[src/rtl/alu_div_if.sv]
// alu_div_if: request/response bundle between the execute stage and the divider.
interface alu_div_if #(parameter int WIDTH = 32);
    logic             i_start;
    logic [1:0]       i_op;
    logic [WIDTH-1:0] i_div_a;
    logic [WIDTH-1:0] i_div_b;
    logic             o_busy;
    logic             o_done;
    logic [WIDTH-1:0] o_div_result;
    modport master (output i_start, i_op, i_div_a, i_div_b, input o_busy, o_done, o_div_result);
    modport slave  (input i_start, i_op, i_div_a, i_div_b, output o_busy, o_done, o_div_result);
endinterface

[src/rtl/alu_div.sv]
// alu_div: multi-cycle restoring divider for RV32M DIV/DIVU/REM/REMU, fixed WIDTH+1 cycle latency.
module alu_div #(parameter int WIDTH = 32) (
    input logic     i_clk,
    input logic     i_rst_n,
    alu_div_if.slave bus
);
    localparam int CW = $clog2(WIDTH + 1);
    localparam logic [WIDTH-1:0] MIN = {1'b1, {(WIDTH-1){1'b0}}};
    typedef enum logic [1:0] {IDLE, CALC, DONE} state_t;
    state_t           state;
    logic             is_rem, neg_q, neg_r, div0, ovf;
    logic             sgn, a_neg, b_neg;
    logic [CW-1:0]    count;
    logic [WIDTH-1:0] a_raw, b_mag, rem, q, rem_nx, q_nx, fix, a_mag, b_in_mag;
    logic [WIDTH:0]   trial;
    always_comb begin
        sgn      = ~bus.i_op[0];
        a_neg    = sgn & bus.i_div_a[WIDTH-1];
        b_neg    = sgn & bus.i_div_b[WIDTH-1];
        a_mag    = a_neg ? -bus.i_div_a : bus.i_div_a;
        b_in_mag = b_neg ? -bus.i_div_b : bus.i_div_b;
        // Shifted remainder is WIDTH+1 bits so divisors above 2^(WIDTH-1) still work.
        trial    = {rem, q[WIDTH-1]} - {1'b0, b_mag};
        rem_nx   = trial[WIDTH] ? {rem[WIDTH-2:0], q[WIDTH-1]} : trial[WIDTH-1:0];
        q_nx     = {q[WIDTH-2:0], ~trial[WIDTH]};
        fix      = div0 ? (is_rem ? a_raw : '1) :
                   ovf  ? (is_rem ? '0 : MIN) :
                   is_rem ? (neg_r ? -rem_nx : rem_nx) : (neg_q ? -q_nx : q_nx);
    end
    always_ff @(posedge i_clk or negedge i_rst_n) begin
        if (!i_rst_n) begin
            state            <= IDLE;
            bus.o_busy       <= 1'b0;
            bus.o_done       <= 1'b0;
            bus.o_div_result <= '0;
            count            <= '0;
            rem              <= '0;
            q                <= '0;
            b_mag            <= '0;
            a_raw            <= '0;
            is_rem           <= 1'b0;
            neg_q            <= 1'b0;
            neg_r            <= 1'b0;
            div0             <= 1'b0;
            ovf              <= 1'b0;
        end else if (state != CALC && bus.i_start) begin
            state      <= CALC;
            bus.o_busy <= 1'b1;
            bus.o_done <= 1'b0;
            count      <= CW'(WIDTH);
            rem        <= '0;
            q          <= a_mag;
            b_mag      <= b_in_mag;
            a_raw      <= bus.i_div_a;
            is_rem     <= bus.i_op[1];
            neg_q      <= a_neg ^ b_neg;
            neg_r      <= a_neg;
            div0       <= bus.i_div_b == '0;
            ovf        <= sgn & (bus.i_div_a == MIN) & (bus.i_div_b == '1);
        end else if (state == CALC) begin
            rem   <= rem_nx;
            q     <= q_nx;
            count <= count - CW'(1);
            if (count == CW'(1)) begin
                state            <= DONE;
                bus.o_busy       <= 1'b0;
                bus.o_done       <= 1'b1;
                bus.o_div_result <= fix;
            end
        end else begin
            state      <= IDLE;
            bus.o_done <= 1'b0;
        end
    end
endmodule

[src/flat_wrapper.sv]
// flat-port wrapper written by rule: the top's interface ports become plain ports
module alu_div_flat 
#(parameter int WIDTH = 32)
  (i_clk, i_rst_n, bus_i_start, bus_i_op, bus_i_div_a, bus_i_div_b, bus_o_busy, bus_o_done, bus_o_div_result);
  alu_div_if #(.WIDTH(WIDTH)) bus_i ();
  input logic i_clk;
  input logic i_rst_n;
  input wire logic [$bits(bus_i.i_start)-1:0] bus_i_start;
  input wire logic [$bits(bus_i.i_op)-1:0] bus_i_op;
  input wire logic [$bits(bus_i.i_div_a)-1:0] bus_i_div_a;
  input wire logic [$bits(bus_i.i_div_b)-1:0] bus_i_div_b;
  output wire logic [$bits(bus_i.o_busy)-1:0] bus_o_busy;
  output wire logic [$bits(bus_i.o_done)-1:0] bus_o_done;
  output wire logic [$bits(bus_i.o_div_result)-1:0] bus_o_div_result;
  assign bus_i.i_start = bus_i_start;
  assign bus_i.i_op = bus_i_op;
  assign bus_i.i_div_a = bus_i_div_a;
  assign bus_i.i_div_b = bus_i_div_b;
  assign bus_o_busy = bus_i.o_busy;
  assign bus_o_done = bus_i.o_done;
  assign bus_o_div_result = bus_i.o_div_result;
  alu_div #(.WIDTH(WIDTH)) u_core (.i_clk(i_clk), .i_rst_n(i_rst_n), .bus(bus_i));
endmodule
[config.mk]
export PLATFORM = sky130hd
export DESIGN_NAME = alu_div_flat
export DESIGN_NICKNAME = d
export VERILOG_FILES = /design/src/rtl/alu_div_if.sv /design/src/rtl/alu_div.sv /design/src/flat_wrapper.sv
export SDC_FILE = /design/constraint.sdc
export NUM_CORES = 1
export LEC_CHECK = 0
export CORE_MARGIN = 5
export CORE_UTILIZATION = 39
export DETAILED_ROUTE_END_ITERATION = 8
export SETUP_SLACK_MARGIN = 0.15
export SLEW_MARGIN = 20
export SYNTH_ARGS = -nofsm -noshare
export SYNTH_HDL_FRONTEND = slang
export SYNTH_SLANG_ARGS = --single-unit
[constraint.sdc]
create_clock -name i_clk -period 12.4 [get_ports i_clk]
set_input_delay 1.86 -clock i_clk [delete_from_list [all_inputs] [get_ports i_clk]]
set_output_delay 1.86 -clock i_clk [all_outputs]
set_load 0.01 [all_outputs]
==> flow_summary.json <==
{
  "worst_ep_arrival_time_ns": 6.85,
  "hold_violations": 0,
  "worst_pin_slew_ns": 1.23,
  "n_antenna_cell": 0,
  "end_kind": "flip-flop",
  "reg2reg_to": "u_core.bus.o_div_result[26]$_DFFE_PN0P_",
  "synth_top_area_share_pct": 33.7,
  "holdWs_ns": 0.478,
  "drt-met1-wl_microns": 17900,
  "area_growth_syn_to_layout_pct": 15.0,
  "grt_usage_pct": 22.0,
  "synth.avg_cell_area_sq_um": 7.74,
  "finalSetupTns_ns": 0,
  "core_sq_um": 32600,
  "yosysTopAreaCell": "dfrtp_1",
  "ant_nets": 0,
  "drtPass1Iterations": 5,
  "endpoint": "u_core.bus.o_div_result[26]$_DFFE_PN0P_",
  "yosys_warnings": 0,
  "ys_ff_latch": 174,
  "synth_fa_ha_area_share_pct": 3.93,
  "die_h_microns": 192,
  "irDropWorstVdd_uv": 191,
  "cts-root-buf": "clkbuf_16",
  "numPortBuffers": 102,
  "nNetsFinal": 1817,
  "ys_dominant_reg_cell": "dfrtp_1",
  "fmax_mhz": 154,
  "power_density_nw_per_um2": 330,
  "clock_latency_ns": 0.45,
  "synthTopCellsByCount": "nand2_1, o21ai_0, dfrtp_1, a21oi_1, nor2_1",
  "drive_gt1_share_pct": 4.65,
  "antenna_found_initial": 0,
  "drv_cap": 0,
  "synth_mux_area_share_pct": 2.54,
  "clk_pin_slew_ns": 0.08,
  "drt_iter0_markers": 949,
  "viasPerCell": 5.74,
  "required_ns": 12.78,
  "routabilityCongestion": 0.945,
  "synth_xor_area_share_pct": 8.14,
  "slew_viol_final": 0,
  "status": "completed",
  "clock_skew_ns": 0.0134,
  "setup_viol": 0,
  "ys_types": 76,
  "die_area_sq_um": 36900,
  "syn_area_sq_um": 12900,
  "syn_inst": 1668,
  "dr_wl_met2_microns": 19800,
  "power_uw": 4900,
  "highest_layer": "met4",
  "cts_tree": "yes",
  "fin_crit_sh_pct": 52.2,
  "grt_pass1_wl_microns": 64500,
  "rsz0062_at_grt": "no",
  "routed-via-count": 12400,
  "fp-row-count": 66,
  "crit_start": "u_core.q[31]$_DFFE_PN0P_",
  "grt_pass1_vias": 11900,
  "cts.repair.resized": 0,
  "leakagePower_uw": 0.00598,
  "yosys.area_share.simple_pct": 23.0,
  "synth-async-reset-ratio_pct": 100,
  "gr-total-overflow": 0,
  "cts_sinks": 174,
  "htree_levels": 4,
  "critPathKind": "reg2reg",
  "start_util_pct": 39.6,
  "routed_wl_microns": 40500,
  "dieWidth_microns": 192,
  "cts_buffers": 17,
  "startpoint_type": "flip-flop",
  "synth_most_common_cell": "nand2_1",
  "synth_top_family_by_area": "compound AO/OA/AOI/OAI gates",
  "synth_compound_area_share_pct": 24.0,
  "dp_hpwl_microns": 29900,
  "drc": 0,
  "r2r_cells": 21,
  "met3_length_microns": 1730,
  "synth_edf_count": 0,
  "wl_per_cell_microns": 18.7,
  "ios": 103,
  "slew_headroom_pct": 15.6,
  "synth_area_leaders": "dfrtp_1, o21ai_0, nand2_1",
  "r2r-start": "u_core.q[31]$_DFFE_PN0P_",
  "cts_hold_buffers": 0,
  "yosysSeqAreaShare_pct": 33.7,
  "grt_start_max_net_pins": 72,
  "r2r_slack_ns": 5.93,
  "hold_class": "reg2reg",
  "cts_max_path_buffers": 2,
  "critPathMaxFanout": 45,
  "postCtsSetupRepairBufs": 0,
  "fin_crit_ns": 6.47,
  "synth_fp_nets": 1777
}
==> power breakdown <==
group | internal (uW) | switching (uW) | leakage (uW) | total [uW]
clock | 307 | 258 | 0.000293 | 565
sequential | 849 | 286 | 0.00215 | 1130
combinational | 1220 | 1980 | 0.00354 | 3200
total | 2380 | 2520 | 0.00598 | 4900
==> per-stage QoR <==
step	cells	setup WS (ns)	util, %	instance area [sq um]
after floorplan	1668	6.66	-	12900
after global placement	2131	6.24	43.7	14300
after detailed placement	2131	6.10	43.7	14300
after CTS	2163	6.08	45.5	14900
after global routing	2163	5.59	45.6	14900
final	2163	5.93	45.6	14900
==> critical path, cell delays in order (launching register included) <==
cell and delay, ns:
dfrtp_1 0.38, inv_1 0.07, ha_1 0.23, fa_1 0.42, nand2b_1 0.18, a211o_1 0.33
a2111o_1 0.48, a211oi_4 0.31, nor3_2 0.18, nor2_8 0.67, inv_4 0.30, a21oi_1 0.36
ha_1 0.24, nor3b_1 0.49, nand2_1 0.13, a211oi_1 0.21, a41oi_1 0.09, buf_4 0.25
nand2b_1 0.16, or2_0 0.24, or4b_1 0.49, a31oi_1 0.16
==> kinds of logic (layout without fill, tap and decap cells) <==
family | count (synthesis) | after routing
compound gates | 517 | 517
xor+xnor | 120 | 120
fa+ha+maj | 40 | 40
buf+inv | 158 | 211
flops | 174 | 174
mux | 32 | 32
simple gates | 627 | 627
==> routing by layer <==
layer / vias up / global-route usage (%)
met1: 5986 / 29.4
met5: - / 0
met4: 0 / 6.66
met3: 62 / 3.16
met2: 329 / 37.0
li1: 6038 / -
==> worst min path at each step <==
stage / startpoint / end / slack, ns / depth (start not counted)
floorplan: u_core.a_raw[10]$_DFFE_PN0P_ / u_core.a_raw[10]$_DFFE_PN0P_ / 0.44 / 2
global route: u_core.count[4]$_DFFE_PN0P_ / u_core.count[4]$_DFFE_PN0P_ / 0.50 / 1
detailed placement: u_core.a_raw[10]$_DFFE_PN0P_ / u_core.a_raw[10]$_DFFE_PN0P_ / 0.46 / 2
finish: u_core.bus.o_div_result[24]$_DFFE_PN0P_ / u_core.bus.o_div_result[24]$_DFFE_PN0P_ / 0.48 / 2
CTS: u_core.a_raw[10]$_DFFE_PN0P_ / u_core.a_raw[10]$_DFFE_PN0P_ / 0.48 / 2
global placement: u_core.a_raw[10]$_DFFE_PN0P_ / u_core.a_raw[10]$_DFFE_PN0P_ / 0.46 / 2
==> cell type report <==
cell class | instances | area [sq um]
well taps | 442 | 553
fillers | 3258 | 17800
clock buffers | 19 | 443
inverters | 59 | 224
repair buffers | 120 | 1150
multi-input cells | 1336 | 7980
flip-flops and latches | 174 | 4350
clock inverters | 13 | 153
==> state kept, by name, summed over array words and instances (netlist names) <==
register / count
u_core.ovf: 1
u_core.state: 2
u_core.count: 6
u_core.b_mag: 32
u_core.rem: 32
u_core.is_rem: 1
u_core.a_raw: 32
u_core.neg_r: 1
u_core.neg_q: 1
u_core.q: 32
u_core.div0: 1
u_core.bus.o_busy: 1
u_core.bus.o_div_result: 32
==> placed cells by master (no fill, tap or decap), drive strengths merged, types with 30 or more instances in the layout <==
cell / n
nor2: 108
nand3: 30
clkdlybuf4s50: 100
a21oi: 113
xor2: 61
ha: 39
xnor2: 59
dfrtp: 174
nor3: 32
nand2: 292
inv: 63
o21ai: 230
No activity file was read; power rests on OpenSTA's default activity.
